File: config.mk
export PLATFORM = sky130hd
export DESIGN_NAME = mem_stage
export DESIGN_NICKNAME = d
export VERILOG_FILES = /design/src/rtl/mem_stage.sv
export SDC_FILE = /design/constraint.sdc
export NUM_CORES = 1
export LEC_CHECK = 0
export BUFFER_PORTS_ARGS = -buffer_cell sky130_fd_sc_hd__buf_2
export CORE_AREA = 2 2 167 169
export CTS_CLUSTER_DIAMETER = 60
export DETAILED_ROUTE_END_ITERATION = 10
export DIE_AREA = 0 0 169 171
export GPL_TIMING_DRIVEN = 0
export SYNTH_ARGS = -nofsm -noshare
export SYNTH_HDL_FRONTEND = slang
export SYNTH_SLANG_ARGS = --single-unit
export TNS_END_PERCENT = 1
File: constraint.sdc
create_clock -name clk -period 3.2 [get_ports clk]
set_input_delay 0.16 -clock clk [delete_from_list [all_inputs] [get_ports clk]]
set_output_delay 0.16 -clock clk [all_outputs]
set_load 0.1 [all_outputs]
File: src/rtl/mem_stage.sv
// MEM pipeline stage: waits for data-SRAM responses, extracts load data, drops stale responses.
// Optional macro MS_LD_FWD_EN forwards load data to ID in the cycle it returns.
module mem_stage #(
    parameter int CANCEL_W = 2
) (
    input  logic        clk,
    input  logic        resetn,
    input  logic        es_to_ms_valid,
    output logic        ms_allowin,
    input  logic [31:0] es_pc,
    input  logic [31:0] es_result,
    input  logic [4:0]  es_rf_waddr,
    input  logic        es_rf_we,
    input  logic        es_mem_req,
    input  logic        es_ld,
    input  logic [1:0]  es_ld_size,
    input  logic        es_ld_unsigned,
    input  logic        es_csr_re,
    input  logic [86:0] es_ex_zip,
    input  logic        data_sram_data_ok,
    input  logic [31:0] data_sram_rdata,
    input  logic        ms_flush,
    input  logic        ws_allowin,
    output logic        ms_to_ws_valid,
    output logic [31:0] ms_pc,
    output logic [31:0] ms_rf_wdata,
    output logic [4:0]  ms_rf_waddr,
    output logic        ms_rf_we,
    output logic        ms_csr_re,
    output logic [86:0] ms_ex_zip,
    output logic [31:0] ms_result,
    output logic [4:0]  ms_fwd_waddr,
    output logic [31:0] ms_fwd_wdata,
    output logic        ms_fwd_block
);
    localparam logic [CANCEL_W-1:0] CANCEL_MAX = {CANCEL_W{1'b1}};

    logic                ms_valid_r;
    logic [31:0]         ms_pc_r;
    logic [31:0]         ms_result_r;
    logic [4:0]          ms_rf_waddr_r;
    logic                ms_rf_we_r;
    logic                ms_mem_req_r;
    logic                ms_ld_r;
    logic [1:0]          ms_ld_size_r;
    logic                ms_ld_unsigned_r;
    logic                ms_csr_re_r;
    logic [86:0]         ms_ex_zip_r;
    logic                buf_valid_r;
    logic [31:0]         buf_data_r;
    logic [CANCEL_W-1:0] cancel_cnt_r;

    logic                ms_wait_s;
    logic                resp_hit_s;
    logic                stale_s;
    logic                ms_ready_go_s;
    logic                ms_allowin_s;
    logic                ms_to_ws_valid_s;
    logic                handoff_s;
    logic [31:0]         ld_src_s;
    logic [31:0]         byte_shift_s;
    logic [31:0]         half_shift_s;
    logic [31:0]         ld_data_s;
    logic [31:0]         rf_wdata_s;
    logic [1:0]          cancel_inc_s;
    logic [CANCEL_W+1:0] cancel_sum_s;
    logic [CANCEL_W-1:0] cancel_next_s;
    logic                cancel_ovf_s;

    // Handshake, response qualification and pipeline control
    always_comb begin
        resp_hit_s       = data_sram_data_ok & (cancel_cnt_r == {CANCEL_W{1'b0}});
        stale_s          = data_sram_data_ok & (cancel_cnt_r != {CANCEL_W{1'b0}});
        ms_wait_s        = ms_valid_r & ms_mem_req_r & ~buf_valid_r;
        ms_ready_go_s    = ~ms_wait_s | resp_hit_s;
        ms_allowin_s     = ~ms_valid_r | (ms_ready_go_s & ws_allowin);
        ms_to_ws_valid_s = ms_valid_r & ms_ready_go_s & ~ms_flush;
        handoff_s        = ms_to_ws_valid_s & ws_allowin;
    end

    // Load data selection, alignment and extension
    always_comb begin
        ld_src_s     = buf_valid_r ? buf_data_r : data_sram_rdata;
        byte_shift_s = ld_src_s >> {ms_result_r[1:0], 3'b000};
        half_shift_s = ld_src_s >> {ms_result_r[1], 4'b0000};
        case (ms_ld_size_r)
            2'b00:   ld_data_s = ms_ld_unsigned_r ? {24'h000000, byte_shift_s[7:0]}
                                                  : {{24{byte_shift_s[7]}}, byte_shift_s[7:0]};
            2'b01:   ld_data_s = ms_ld_unsigned_r ? {16'h0000, half_shift_s[15:0]}
                                                  : {{16{half_shift_s[15]}}, half_shift_s[15:0]};
            default: ld_data_s = ld_src_s;
        endcase
        if (ms_ld_r) begin
            rf_wdata_s = ld_data_s;
        end else begin
            rf_wdata_s = ms_result_r;
        end
    end

    // Stale-response counter next value; saturates rather than wrapping
    always_comb begin
        if (ms_flush) begin
            cancel_inc_s = {1'b0, ms_wait_s & ~resp_hit_s} + {1'b0, es_to_ms_valid & es_mem_req};
        end else begin
            cancel_inc_s = 2'b00;
        end
        cancel_sum_s = {2'b00, cancel_cnt_r} + {{CANCEL_W{1'b0}}, cancel_inc_s}
                     - {{(CANCEL_W+1){1'b0}}, stale_s};
        if (cancel_sum_s > {2'b00, CANCEL_MAX}) begin
            cancel_ovf_s  = 1'b1;
            cancel_next_s = CANCEL_MAX;
        end else begin
            cancel_ovf_s  = 1'b0;
            cancel_next_s = cancel_sum_s[CANCEL_W-1:0];
        end
    end

    // Valid bit and cancel counter
    always_ff @(posedge clk or negedge resetn) begin
        if (!resetn) begin
            ms_valid_r   <= 1'b0;
            cancel_cnt_r <= {CANCEL_W{1'b0}};
        end else begin
            cancel_cnt_r <= cancel_next_s;
            if (ms_flush) begin
                ms_valid_r <= 1'b0;
            end else if (ms_allowin_s) begin
                ms_valid_r <= es_to_ms_valid;
            end else begin
                ms_valid_r <= ms_valid_r;
            end
        end
    end

    // Instruction payload from EX
    always_ff @(posedge clk or negedge resetn) begin
        if (!resetn) begin
            ms_pc_r          <= 32'h0000_0000;
            ms_result_r      <= 32'h0000_0000;
            ms_rf_waddr_r    <= 5'd0;
            ms_rf_we_r       <= 1'b0;
            ms_mem_req_r     <= 1'b0;
            ms_ld_r          <= 1'b0;
            ms_ld_size_r     <= 2'b00;
            ms_ld_unsigned_r <= 1'b0;
            ms_csr_re_r      <= 1'b0;
            ms_ex_zip_r      <= 87'd0;
        end else if (es_to_ms_valid & ms_allowin_s) begin
            ms_pc_r          <= es_pc;
            ms_result_r      <= es_result;
            ms_rf_waddr_r    <= es_rf_waddr;
            ms_rf_we_r       <= es_rf_we;
            ms_mem_req_r     <= es_mem_req;
            ms_ld_r          <= es_ld;
            ms_ld_size_r     <= es_ld_size;
            ms_ld_unsigned_r <= es_ld_unsigned;
            ms_csr_re_r      <= es_csr_re;
            ms_ex_zip_r      <= es_ex_zip;
        end else begin
            ms_pc_r          <= ms_pc_r;
        end
    end

    // Holds a response that arrived while WB was stalled
    always_ff @(posedge clk or negedge resetn) begin
        if (!resetn) begin
            buf_valid_r <= 1'b0;
            buf_data_r  <= 32'h0000_0000;
        end else if (ms_flush | handoff_s) begin
            buf_valid_r <= 1'b0;
        end else if (resp_hit_s & ms_wait_s & ~ws_allowin) begin
            buf_valid_r <= 1'b1;
            buf_data_r  <= data_sram_rdata;
        end else begin
            buf_valid_r <= buf_valid_r;
        end
    end

    // Output bundle and forwarding bus
    always_comb begin
        ms_allowin     = resetn & ms_allowin_s;
        ms_to_ws_valid = ms_to_ws_valid_s;
        ms_pc          = ms_pc_r;
        ms_rf_wdata    = rf_wdata_s;
        ms_rf_waddr    = ms_rf_waddr_r;
        ms_rf_we       = ms_valid_r & ms_rf_we_r;
        ms_csr_re      = ms_csr_re_r;
        ms_ex_zip      = ms_ex_zip_r;
        ms_result      = ms_result_r;
        if (ms_valid_r & ms_rf_we_r) begin
            ms_fwd_waddr = ms_rf_waddr_r;
        end else begin
            ms_fwd_waddr = 5'd0;
        end
`ifdef MS_LD_FWD_EN
        ms_fwd_wdata = rf_wdata_s;
        ms_fwd_block = ms_valid_r & ms_ld_r & ms_wait_s & ~resp_hit_s;
`else
        ms_fwd_wdata = ms_result_r;
        ms_fwd_block = ms_valid_r & (ms_ld_r | ms_csr_re_r);
`endif
    end

    mem_stage_chk u_chk (
        .clk        (clk),
        .resetn     (resetn),
        .cancel_ovf (cancel_ovf_s)
    );
endmodule

// Flags more outstanding killed requests than the cancel counter can track.
module mem_stage_chk (
    input logic clk,
    input logic resetn,
    input logic cancel_ovf
);
    a_cancel_no_overflow: assert property (@(posedge clk) disable iff (!resetn) !cancel_ovf);
endmodule
==> out/results.ini <==
[final_layout]
fin_util_pct=54.0
drive_above_1_share_pct=56.7
fillers=2353
nets=1530
final_area_sq_um=14700
mostFrequentLayoutCell=buf_2
areaGrowthSynthToFinish_pct=54.1
final_cell_mix=445 x buf_2, 199 x dfrtp_1, 191 x dlygate4sd3_1

[timing]
post-route-period-util_pct=93.5
hold_viol_final=0
worst_pin_slew_ns=0.775
worst_slack_ns=0.207
fmax_mhz=334
slew_viol_final=0
finalSetupViolCount=0
rsz0062_at_grt=false
relSlewSlack_pct=48.3
period_minus_slack_ns=2.99
worst_clock_skew_ns=0.0170

[yosys]
syn-cell-area_sq_um=9570
avgSynthCellArea_sq_um=14.0
ys_ff_latch=199
synth_fp_nets=890
syn_inst=683
yosysWarnings=0
yosysSeqAreaShare_pct=52.0
yosysUniqueCellTypes=42

[setup_path]
cp.required_ns=3.04
start_kind=flop
crit_type=flop to primary output
worstPathMaxFanout=10
crit_path_end_kind=primary output
arrival_ns=2.83

[global_route]
grt_antenna_before_repair=2
grt_first_pass_wirelength_microns=48800
grt_pass1_vias=8579
gr-total-overflow=0
grt.total_usage_pct=22.1
grt_max_degree=111

[placement]
place_hpwl_microns=22900
gp_congestion=0.797
dp_slack_ns=-0.220
io_buffers=430
place_area_sq_um=12200

[floorplanning]
die_h_microns=171
ios=431
dieArea_sq_um=28900
coreArea_sq_um=27300
dieWidth_microns=169
rows=61
start_util_pct=35.0

[route]
vias=8209
drc=0
wirelength_microns=32600
ant_nets=0
detail_route.wl_per_cell_microns=19.4
dr.first_iter.drc_count=357
dr.pass1.iters=4
viasPerCell=4.88

[power_and_ir_drop]
fin_total_pwr_mw=13.0
leakage_nw=7.16
power_density_nw_per_um2=882
vdd_drop_max_mv=0.482

[cts]
clk_latency_ns=0.44
clock_sinks=199
clk_path_buf_depth=2
cts_root_buffer=clkbuf_16
htree_levels=4
cts_made_buffers=17
cts_tree=built
clk_pin_slew_ns=0.09

[hold_path]
hold_class=input pin to flop

[job]
max_cap_violations=0

[outcome]
status=complete, no violations

==> synth_stat cells, drive strengths merged <==
library cell | instances | area share [%]
o32a | 1 | 0.10
mux2i | 28 | 2.9
nor2 | 11 | 0.43
ha | 5 | 0.65
a21oi | 15 | 0.78
nand2 | 17 | 0.67
o221a | 1 | 0.12
nor3 | 2 | 0.10
a221oi | 1 | 0.092
o22a | 1 | 0.092
o21bai | 1 | 0.078
and3 | 5 | 0.33
or4 | 1 | 0.078
o221ai | 21 | 1.9
and3b | 2 | 0.18
inv | 27 | 1.1
nand3 | 4 | 0.21
a31oi | 3 | 0.20
nor2b | 3 | 0.20
fa | 1 | 0.21
nand2b | 8 | 0.52
buf | 66 | 4.8
a22oi | 5 | 0.39
or3 | 1 | 0.065
clkbuf | 10 | 0.41
mux2 | 204 | 25
nand3b | 1 | 0.078
o21a | 1 | 0.078
o22ai | 9 | 0.59
mux4 | 20 | 4.7
o21ai | 2 | 0.10
a32o | 1 | 0.10
nor3b | 1 | 0.13
a21boi | 1 | 0.078
a21o | 1 | 0.078
and2 | 3 | 0.20
dfrtp | 199 | 52
==> per-layer routing <==
layer  up-vias  wire (microns)  GRT usage, %
li1       3721               -             -
met1      4068           13000          26.7
met2       360           16200          38.2
met3        58            2250          5.48
met4         2            1090          8.70
met5         -              12             0
==> critical path, cell delays in order, from the launching register on <==
cell and delay, ns:
dfrtp_1 0.42, buf_4 0.19, nand2b_1 0.26, clkbuf_4 0.32, mux4_2 0.51, a22oi_1 0.21, o221ai_1 0.15, buf_2 0.33
==> where the power goes <==
group | switching (mW) | internal (mW)
clock | 1.19 | 1.10
sequential | 0.348 | 2.99
combinational | 5.89 | 1.50
==> registers in the layout, indices dropped and copies added, names as in the netlist <==
signal and flops:
ms_rf_waddr 5, cancel_cnt_r 2, ms_ex_zip 87, buf_valid_r 1, ms_ld_size_r 2, ms_rf_we_r 1
ms_ld_r 1, ms_fwd_wdata 32, ms_mem_req_r 1, ms_pc 32, ms_csr_re 1, buf_data_r 32
ms_ld_unsigned_r 1, ms_valid_r 1
==> stage by stage <==
stage,hold slack (ns),TNS (ns),instances
floorplan,-0.136,-3.35,683
global placement,0.383,-336.32,1459
detailed placement,0.224,-0.431,1460
CTS,0.00324,0,1682
global route,0.0168,0,1682
finish,0.0286,0,1683
==> cell families (layout without fill, tap and decap cells) <==
logic type	Yosys count	in the layout	share of synthesized area [%]
mux	252	252	32.8
flops	199	199	52.0
buf+inv	103	756	6.29
compound gates	64	64	4.81
simple gates	59	59	3.19
fa+ha+maj	6	6	0.863
other cells	0	1	0
==> layout make-up <==
| type | count | area [sq um] | share of cell area [%] |
|---|---|---|---|
| flip-flops and latches | 199 | 4980 | 33.8 |
| repair buffers | 622 | 4100 | 27.8 |
| multi-input cells | 381 | 4000 | 27.1 |
| plain buffers | 75 | 505 | 3.43 |
| clock buffers | 18 | 439 | 2.98 |
| well taps | 346 | 433 | 2.94 |
| clock inverters | 14 | 185 | 1.26 |
| inverters | 27 | 101 | 0.687 |
| diodes | 1 | 2.50 | 0.0170 |
==> path summary, 6_finish.rpt <==
kind | slack [ns] | cells after the start | endpoint | from
max in group asynchronous | 1.90 | 3 | ms_pc[28] | resetn
min in group asynchronous | 0.27 | 2 | ms_pc[31] | resetn
min reg2reg | 0.50 | 1 | ms_ex_zip[8] | ms_ex_zip[8]
max reg2reg | 0.23 | 13 | cancel_cnt_r[0] | buf_valid_r
min | 0.03 | 2 | buf_data_r[25] | data_sram_rdata[25]
max | 0.21 | 7 | ms_rf_wdata[6] | ms_fwd_wdata[0]
==> timing repair <==
item | CTS | global route
pin swaps | 0 | 0
gates resized for setup | 1 | 4
hold buffers | 191 | 0
endpoints found under the hold margin | 277 | 0
setup endpoints to repair | 2 | 7
buffers inserted | 0 | 0
(Power assumes the default switching activity.)
